===== config.mk =====
export PLATFORM = sky130hd
export DESIGN_NAME = pixel_stream_ctrl
export DESIGN_NICKNAME = d
export VERILOG_FILES = /design/src/rtl/pixel_stream_pkg.sv /design/src/rtl/pixel_stream_fifo.sv /design/src/rtl/pixel_stream_fifo_chk.sv /design/src/rtl/pixel_stream_ctrl.sv
export SDC_FILE = /design/constraint.sdc
export NUM_CORES = 1
export LEC_CHECK = 0
export ABC_AREA = 1
export CAP_MARGIN = 5
export CORE_MARGIN = 4
export CORE_UTILIZATION = 60
export DETAILED_ROUTE_END_ITERATION = 12
export GPL_ROUTABILITY_DRIVEN = 0
export PLACE_DENSITY_LB_ADDON = 0.05
export RECOVER_POWER = 25
export SLEW_MARGIN = 40
export SYNTH_ARGS = -nofsm -noshare
export SYNTH_HDL_FRONTEND = slang
export SYNTH_SLANG_ARGS = --single-unit

===== constraint.sdc =====
create_clock -name sensor_clk -period 5 [get_ports sensor_clk]
set_input_delay 0.5 -clock sensor_clk [delete_from_list [all_inputs] [get_ports sensor_clk]]
set_output_delay 0.5 -clock sensor_clk [all_outputs]
set_load 0.03 [all_outputs]

===== src/rtl/pixel_stream_pkg.sv =====
// Shared types and helpers for the pixel stream frame sequencer.
package pixel_stream_pkg;

    localparam int PIX_W = 8;

    typedef enum logic [1:0] {
        ST_IDLE   = 2'd0,
        ST_STREAM = 2'd1,
        ST_DRAIN  = 2'd2,
        ST_GAP    = 2'd3
    } state_t;

    typedef struct packed {
        logic [PIX_W-1:0] pixel;
        logic             sof;
        logic             eol;
        logic             eof;
    } pix_entry_t;

    // Room for one more request once every in-flight pixel has landed in the FIFO.
    function automatic logic credit_ok(input logic [31:0] occ, input logic req,
                                       input logic cap, input logic [31:0] depth);
        return (occ + {31'd0, req} + {31'd0, cap} + 32'd1) <= depth;
    endfunction

endpackage


===== src/rtl/pixel_stream_fifo.sv =====
// Show-ahead capture FIFO: the head entry is presented while not_empty is high.
module pixel_stream_fifo
    import pixel_stream_pkg::*;
#(
    parameter int DEPTH = 4
) (
    input  logic                   clk,
    input  logic                   rst_n,
    input  logic                   push,
    input  pix_entry_t             push_data,
    input  logic                   pop,
    output pix_entry_t             head,
    output logic                   not_empty,
    output logic [$clog2(DEPTH):0] occupancy
);

    localparam int AW = $clog2(DEPTH);

    pix_entry_t    mem_r [DEPTH];
    logic [AW-1:0] wr_ptr_r;
    logic [AW-1:0] rd_ptr_r;
    logic [AW:0]   count_r;
    logic          do_pop_s;
    logic          full_s;

    assign do_pop_s  = pop && (count_r != '0);
    assign full_s    = (count_r == (AW+1)'(DEPTH));
    assign head      = mem_r[rd_ptr_r];
    assign not_empty = (count_r != '0);
    assign occupancy = count_r;

    // Storage, pointers and occupancy; storage is cleared so the outputs read zero after reset.
    always_ff @(posedge clk or negedge rst_n) begin
        if (!rst_n) begin
            for (int i = 0; i < DEPTH; i++) begin
                mem_r[i] <= '0;
            end
            wr_ptr_r <= '0;
            rd_ptr_r <= '0;
            count_r  <= '0;
        end else begin
            if (push) begin
                mem_r[wr_ptr_r] <= push_data;
                wr_ptr_r        <= wr_ptr_r + 1'b1;
            end
            if (do_pop_s) begin
                rd_ptr_r <= rd_ptr_r + 1'b1;
            end
            case ({push, do_pop_s})
                2'b10:   count_r <= count_r + 1'b1;
                2'b01:   count_r <= count_r - 1'b1;
                default: count_r <= count_r;
            endcase
        end
    end

    pixel_stream_fifo_chk u_chk (
        .clk   (clk),
        .rst_n (rst_n),
        .push  (push),
        .full  (full_s)
    );

endmodule


===== src/rtl/pixel_stream_fifo_chk.sv =====
// Property checks for the capture FIFO.
module pixel_stream_fifo_chk (
    input logic clk,
    input logic rst_n,
    input logic push,
    input logic full
);

    // The credit rule upstream must never let a push reach a full FIFO.
    a_no_push_when_full: assert property (@(posedge clk) disable iff (!rst_n) !(push && full));

endmodule


===== src/rtl/pixel_stream_ctrl.sv =====
// Frame sequencer: meters producer credit, captures one image per frame into a FIFO
// and forwards it downstream with SOF/EOL/EOF markers, with an idle gap between frames.
module pixel_stream_ctrl
    import pixel_stream_pkg::*;
#(
    parameter int IMAGE_WIDTH  = 32,
    parameter int IMAGE_HEIGHT = 32,
    parameter int GAP_CYCLES   = 16,
    parameter int FIFO_DEPTH   = 4
) (
    input  logic             sensor_clk,
    input  logic             rst_n,
    input  logic             start,
    input  logic             stop,
    input  logic [7:0]       frame_count,
    output logic             prod_ready,
    input  logic             prod_valid,
    input  logic [PIX_W-1:0] prod_pixel,
    output logic [PIX_W-1:0] out_pixel,
    output logic             out_valid,
    input  logic             out_ready,
    output logic             out_sof,
    output logic             out_eol,
    output logic             out_eof,
    output logic             busy,
    output logic [7:0]       frames_done,
    output logic             proto_err
);

    localparam int IMG_SIZE = IMAGE_WIDTH * IMAGE_HEIGHT;
    localparam int IW = $clog2(IMG_SIZE + 1);
    localparam int XW = $clog2(IMAGE_WIDTH);
    localparam int YW = (IMAGE_HEIGHT > 1) ? $clog2(IMAGE_HEIGHT) : 1;
    localparam int GW = $clog2(GAP_CYCLES + 1);
    localparam int OW = $clog2(FIFO_DEPTH) + 1;

    state_t        state_r, next_state_s;
    logic          prod_ready_r, cap_r, busy_r, proto_err_r, stop_pending_r;
    logic [IW-1:0] issued_r;
    logic [XW-1:0] x_r;
    logic [YW-1:0] y_r;
    logic [GW-1:0] gap_cnt_r;
    logic [7:0]    fc_r, frames_done_r;
    logic          issue_s, drain_done_s, last_frame_s;
    logic [OW-1:0] occ_s;
    pix_entry_t    push_entry_s, head_s;

    assign last_frame_s = (fc_r != 8'd0) && ((frames_done_r + 8'd1) == fc_r);

    assign push_entry_s.pixel = prod_pixel;
    assign push_entry_s.sof   = (x_r == '0) && (y_r == '0);
    assign push_entry_s.eol   = (x_r == XW'(IMAGE_WIDTH - 1));
    assign push_entry_s.eof   = push_entry_s.eol && (y_r == YW'(IMAGE_HEIGHT - 1));

    // Next-state and per-cycle strobes.
    always_comb begin
        next_state_s = state_r;
        issue_s      = 1'b0;
        drain_done_s = 1'b0;
        case (state_r)
            ST_IDLE: begin
                if (start) next_state_s = ST_STREAM;
                else       next_state_s = ST_IDLE;
            end
            ST_STREAM: begin
                if (issued_r == IW'(IMG_SIZE)) begin
                    next_state_s = ST_DRAIN;
                end else begin
                    issue_s      = credit_ok(32'(occ_s), prod_ready_r, cap_r, 32'(FIFO_DEPTH));
                    next_state_s = ST_STREAM;
                end
            end
            ST_DRAIN: begin
                if (!prod_ready_r && !cap_r && (occ_s == '0)) begin
                    drain_done_s = 1'b1;
                    if (stop_pending_r || stop || last_frame_s) next_state_s = ST_IDLE;
                    else                                        next_state_s = ST_GAP;
                end else begin
                    next_state_s = ST_DRAIN;
                end
            end
            ST_GAP: begin
                if (stop)                                      next_state_s = ST_IDLE;
                else if (gap_cnt_r == GW'(GAP_CYCLES - 1))     next_state_s = ST_STREAM;
                else                                           next_state_s = ST_GAP;
            end
            default: next_state_s = ST_IDLE;
        endcase
    end

    // State register.
    always_ff @(posedge sensor_clk or negedge rst_n) begin
        if (!rst_n) state_r <= ST_IDLE;
        else        state_r <= next_state_s;
    end

    // Credit pipeline, position/frame counters and status flags.
    always_ff @(posedge sensor_clk or negedge rst_n) begin
        if (!rst_n) begin
            prod_ready_r   <= 1'b0;
            cap_r          <= 1'b0;
            busy_r         <= 1'b0;
            proto_err_r    <= 1'b0;
            stop_pending_r <= 1'b0;
            issued_r       <= '0;
            x_r            <= '0;
            y_r            <= '0;
            gap_cnt_r      <= '0;
            fc_r           <= 8'd0;
            frames_done_r  <= 8'd0;
        end else begin
            prod_ready_r <= issue_s;
            cap_r        <= prod_ready_r;
            busy_r       <= (next_state_s != ST_IDLE);
            if (cap_r && !prod_valid) proto_err_r <= 1'b1;

            if ((state_r == ST_IDLE) && start) begin
                fc_r          <= frame_count;
                frames_done_r <= 8'd0;
            end else if (drain_done_s) begin
                frames_done_r <= frames_done_r + 8'd1;
            end

            if (drain_done_s)  issued_r <= '0;
            else if (issue_s)  issued_r <= issued_r + 1'b1;

            if (drain_done_s) begin
                x_r <= '0;
                y_r <= '0;
            end else if (cap_r) begin
                if (x_r == XW'(IMAGE_WIDTH - 1)) begin
                    x_r <= '0;
                    y_r <= (y_r == YW'(IMAGE_HEIGHT - 1)) ? '0 : y_r + 1'b1;
                end else begin
                    x_r <= x_r + 1'b1;
                end
            end

            gap_cnt_r <= ((state_r == ST_GAP) && (next_state_s == ST_GAP)) ? gap_cnt_r + 1'b1 : '0;

            // A stop is remembered until the sequencer actually returns to IDLE.
            if (next_state_s == ST_IDLE)              stop_pending_r <= 1'b0;
            else if (stop && (state_r != ST_IDLE))    stop_pending_r <= 1'b1;
        end
    end

    pixel_stream_fifo #(.DEPTH(FIFO_DEPTH)) u_fifo (
        .clk       (sensor_clk),
        .rst_n     (rst_n),
        .push      (cap_r),
        .push_data (push_entry_s),
        .pop       (out_ready),
        .head      (head_s),
        .not_empty (out_valid),
        .occupancy (occ_s)
    );

    assign prod_ready  = prod_ready_r;
    assign out_pixel   = head_s.pixel;
    assign out_sof     = head_s.sof;
    assign out_eol     = head_s.eol;
    assign out_eof     = head_s.eof;
    assign busy        = busy_r;
    assign frames_done = frames_done_r;
    assign proto_err   = proto_err_r;

endmodule


* Yosys cells after proc, flatten, opt, wreduce, memory -nomap -nowiden *
Cells that the tools add are included.

word-level totals
  bits in registers = 100
  bits in latches = 0
  bits in writable memories = 0
  bits in read-only memories = 0
  input bits = 22
  output and inout port bits = 23
  word-level logic and storage cells = 124
  memories = 0

operators by class
  add/subtract/negate cells = 12
  multiply operators = 0
  div/mod/pow operators = 0
  order comparisons = 4
  equal/unequal tests = 11
  shift operators = 0
  muxes and demuxes = 32
  bitwise gates (word level) = 2
  reductions and logical operators = 32

operator list
  kind                   count
  $mux 11                5
  $bwmux 44              1
  $mux 5                 8
  $bmux 11 s2            1
  $demux 11 s2           1
  $mux 8                 2
  $reduce_bool 2->1      8
  $add 5x1->5 const B    3
  $add 11x1->11 const B  1
  $eq 11x11->1 const B   1
  $logic_and 1x1->1      11
  $eq 5x5->1 const B     2
  $logic_not 5->1        2
  $mux 2                 5
  $add 8x1->8 const B    1
  $eq 2x2->1 const B     4
  $eq 8x8->1             1
  $pmux 2 s4             1
  $reduce_bool 8->1      1
  $mux 1                 7
  $add 5x1->6 const B    1
  $ge 3x3->1 const B     2
  $le 6x3->1 const B     1
  $not 2->3              2
  15 further kinds       21

* Logic depth before layout (Yosys ltp) *
  depth after elaboration = 10
  mapped depth = 16
  mapped depth without buffers = 16

* Cells and area by module *
A second synthesis with hierarchy kept.

second synthesis, totals
  cell total of the unflattened synthesis = 642
  area, all modules = 5282.6 um^2

by module, submodules not included
  module             instances  cells an instance  area each (um^2)  seq. area each (um^2)
  pixel_stream_ctrl  1          355                2742.6            1226.2
  pixel_stream_fifo  1          287                2539.9            1276.2

* Worst setup path before layout *
Ideal clock, no wire load.

  kind = register to register
  start = reg prod_ready_r (netlist: prod_ready)
  end = reg issued_r[4]
  arrival = 2364 ps
  data required time = 4876 ps
  slack = 2511 ps
  stages on the path, launching flop included = 14
  clock period less this slack = 2489 ps
  cells stage by stage = dfrtp_1 -> inv_1 -> ha_1 -> inv_1 -> ha_1 -> inv_1 -> fa_1 -> nand2_1 -> a21oi_1 -> nand2_1 -> nor3_1 -> nand2_1 -> o21ai_0 -> a21oi_1

on the way
  word-level cells in the longest chain between the ends = 7
  elaborated cells on any way between the ends = 13
  classes of those cells = 3 x add/sub; 1 x order compare; 5 x mux; 4 x reduce/logical

RTL lines
  element                      RTL line                  text
  start, declared              pixel_stream_ctrl.sv:38   logic prod_ready_r, cap_r, busy_r, proto_err_r, stop_pending_r;
  start signal, assigned       pixel_stream_ctrl.sv:112  prod_ready_r <= issue_s;
  $add 3x1->4                  pixel_stream_pkg.sv:23    return (occ + {31'd0, req} + {31'd0, cap} + 32'd1) <= depth;
  $add 4x1->5                  pixel_stream_pkg.sv:23
  $add 5x1->6                  pixel_stream_pkg.sv:23
  $le 6x3->1                   pixel_stream_pkg.sv:23
  $mux 1                       pixel_stream_ctrl.sv:66   if (issued_r == IW'(IMG_SIZE)) begin
  $mux 1                       pixel_stream_ctrl.sv:60   case (state_r)
  $reduce_bool 2->1 (no line)  -
  end signal, assigned         pixel_stream_ctrl.sv:125  else if (issue_s) issued_r <= issued_r + 1'b1;
  end, declared                pixel_stream_ctrl.sv:39   logic [IW-1:0] issued_r;

Several ways; a longest one is shown, not always the timed one.
A chain may end at the register's enable or synchronous reset.

==> qor.csv <==
stage,metric,value,unit
status,status,finished with violations,
status,failing checks,"capacitance limit, slew limit",
die,Die Wd,98.85,µm
finish,post-layout instance area,5633,µm²
global_routing,pin count of the biggest net entering global routing,53,
yosys,Mapped Nets,646,
power,Power Dens Cells,585.3,nW/µm²
yosys,yosys warns,0,
power,leak pwr,2.626,nW
placed_design,Placed Area,5456,µm²
die,Starting Density,62.79,%
flow_run,maxcap violations,1,
sta,Max Fclk,0.3008,GHz
yosys,"Distinct cells, synth",29,
sta,Final Worst Setup Slack,1.676,ns
die,die height,98.85,µm
setup_path,reg-to-reg setup timing slack,2.38,ns
sta,final slew viol count,50,
setup_path,crit path launch type,input port,
sta,fin crit share,66.48,%
min_path,HP Class,flip-flop to flip-flop,
yosys,Post-Synthesis Cells,603,
yosys,sequential area share after synthesis,50.53,%
sta,worst hold slack,0.4154,ns
setup_path,"Critical Path, Cell by Cell","clkbuf_1, clkbuf_2",
sta,Fin Clk Skew,0.02033,ns
die,Core Area,7888,µm²
placed_design,port bufs,44,
finish,synth-to-layout area growth,13.74,%
clock_tree,CTS tree,done,
clock_tree,Post-CTS Setup Bufs,0,
clock_tree,clock buffer depth,2,
sta,Hold Fails Final Rpt,0,
die,FP Rows,32,
power,peak supply drop,277.7,µV
die,IO Count,45,
clock_tree,"Hold-fix buffers, CTS",0,
yosys,Mapped Area,4952,µm²
placed_design,placed cell count,732,
setup_path,WP buf/inv,2,
placed_design,post-DP HPWL,7160,µm
finish,"Net count, final",684,
finish,Non-Filler Instances,748,
die,die area,9771,µm²
placed_design,"worst slack, placed",2.239,ns
setup_path,crit end category,async pin,
setup_path,CP required,5.27,ns
global_routing,initial antenna violation count,0,
setup_path,Crit Path Category,input port to async pin,
yosys,"FF+latch count, synth",100,
setup_path,CP max stage cell,clkbuf_1,
drt,DRT Wirelength,10230,µm
sta,Setup Total Neg Slack,0,ns
drt,wire per inst,13.67,µm
global_routing,vias in the first global route,4014,
sta,Slew headroom,-76.69,%
clock_tree,clock sink count,100,
finish,fraction of layout cells with a size suffix above 1,3.715,%
drt,Via Count,4104,
global_routing,total gr overflow,0,
clock_tree,Num CTS Buffers,9,
sta,slew at the pin closest to its max-slew limit,2.650,ns
drt,DRC Markers,0,
sta,post-route minimum period,3.324,ns
finish,Util after Layout,71.41,%
yosys,Avg Synthesized Cell Area,8.213,µm²
global_routing,gr usage total,22.26,%
sta,# setup viols final,0,
setup_path,crit path DAT,3.60,ns
finish,FILL cells,612,
finish,Antenna Cells,0,
clock_tree,"Clk Latency, worst-skew pair",0.37,ns
setup_path,CP peak stage delay,1.86,ns
clock_tree,clk slew on worst S/H paths,0.10,ns
sta,unrepaired setup endpoints after global routing,no,
setup_path,Max Fanout on Critical Path,52,
setup_path,crit-path leading delay family,buffers and inverters,
drt,DR iter-0 viols,171,
clock_tree,htree depth,3,
drt,antenna-violating nets left,0,
drt,Vias/cell,5.487,
power,Total Power,3.297,mW
clock_tree,# resized after CTS,0,
drt,DR pass1 iterations,5,
global_routing,global-route wire length before repair,17990,µm
clock_tree,root buf cell,clkbuf_8,
==> sequential cells by signal, summed over array words and instances (netlist names), 3 cells and up <==
name,count
y_r,5
issued_r,11
frames_done,8
u_fifo.occupancy,3
fc_r,8
u_fifo.mem_r,44
gap_cnt_r,5
x_r,5
==> cells by family (layout without fill, tap and decap cells) <==
kind of cell / after synthesis / after routing / share of synthesized area (%)
xor+xnor: 12 / 12 / 2.122
simple gates: 247 / 247 / 21.07
compound gates: 126 / 126 / 13.29
flops: 100 / 100 / 50.53
buf+inv: 97 / 140 / 7.377
fa+ha+maj: 21 / 21 / 5.609
==> Yosys cell counts <==
| library cell | n | area [µm²] |
|---|---|---|
| fa_1 | 2 | 40.04 |
| inv_1 | 76 | 285.3 |
| a21oi_1 | 11 | 55.05 |
| o21ai_0 | 96 | 480.5 |
| nor2_2 | 2 | 12.51 |
| nand2_2 | 1 | 6.260 |
| xnor2_1 | 2 | 17.52 |
| nand3_1 | 33 | 165.2 |
| nor3b_1 | 1 | 7.510 |
| nand3_2 | 1 | 10.01 |
| clkbuf_1 | 16 | 60.06 |
| xor2_1 | 10 | 87.58 |
| a22o_1 | 1 | 8.760 |
| buf_2 | 1 | 5.000 |
| o22ai_1 | 15 | 93.84 |
| o21bai_1 | 1 | 7.510 |
| inv_2 | 3 | 11.26 |
| buf_1 | 1 | 3.750 |
| and2_1 | 1 | 6.260 |
| o21ai_1 | 1 | 5.000 |
| nand4_1 | 7 | 43.79 |
| dfrtp_1 | 100 | 2502 |
| ha_1 | 19 | 237.7 |
| o31ai_1 | 1 | 7.510 |
| nor4_1 | 3 | 18.77 |
| nor2_4 | 1 | 11.26 |
| nand2_1 | 123 | 461.7 |
| nor2_1 | 56 | 210.2 |
| nor3_1 | 18 | 90.09 |
==> power by group <==
| part | internal [mW] | switching, mW | total (mW) |
|---|---|---|---|
| Combinational | 0.546 | 0.938 | 1.48 |
| Sequential | 1.09 | 0.229 | 1.32 |
| Clock | 0.191 | 0.299 | 0.490 |
==> layout by cell type, fill, tap and decap left out, drive strengths merged <==
cell type and count:
nand2 124, dfrtp 100, o21ai 97, inv 82, nor2 59, clkdlybuf4s50 43
nand3 34, ha 19, nor3 18, o22ai 15, clkbuf 12, a21oi 11
xor2 10, nand4 7, nor4 3, xnor2 2, fa 2, clkinvlp 2
and2 1, nor3b 1, o21bai 1, o31ai 1, a22o 1, clkinv 1
==> metal layers <==
layer / track usage (%) / part of all wire (%) / up-vias
met2: 38.38 / 49 / 117
met5: 0 / 0 / -
li1: - / - / 2036
met3: 2.760 / 5.3 / 10
met1: 29.42 / 44 / 1941
met4: 6.828 / 1.3 / 0
==> area by class of cell <==
class	instances	area [µm²]	area share [%]
clock buffers	10	127.6	2.266
clock inverters	6	55.05	0.9773
inverters	79	296.5	5.264
multi-input cells	406	2085	37.01
flip-flops and latches	100	2502	44.42
well taps	102	127.6	2.266
repair buffers	45	439.2	7.797
==> worst paths after layout <==
check / end / cells past startpoint / from
max in group sensor_clk: out_eol / 4 / u_fifo.rd_ptr_r[0]
worst max-delay path: x_r[4] / 2 / rst_n
min in group asynchronous: y_r[0] / 1 / rst_n
worst min-delay path: cap_r / 0 / prod_ready
worst max register to register: issued_r[4] / 13 / u_fifo.occupancy[0]
worst min register to register: cap_r / 0 / prod_ready
No activity file was read; power rests on OpenSTA's default activity.
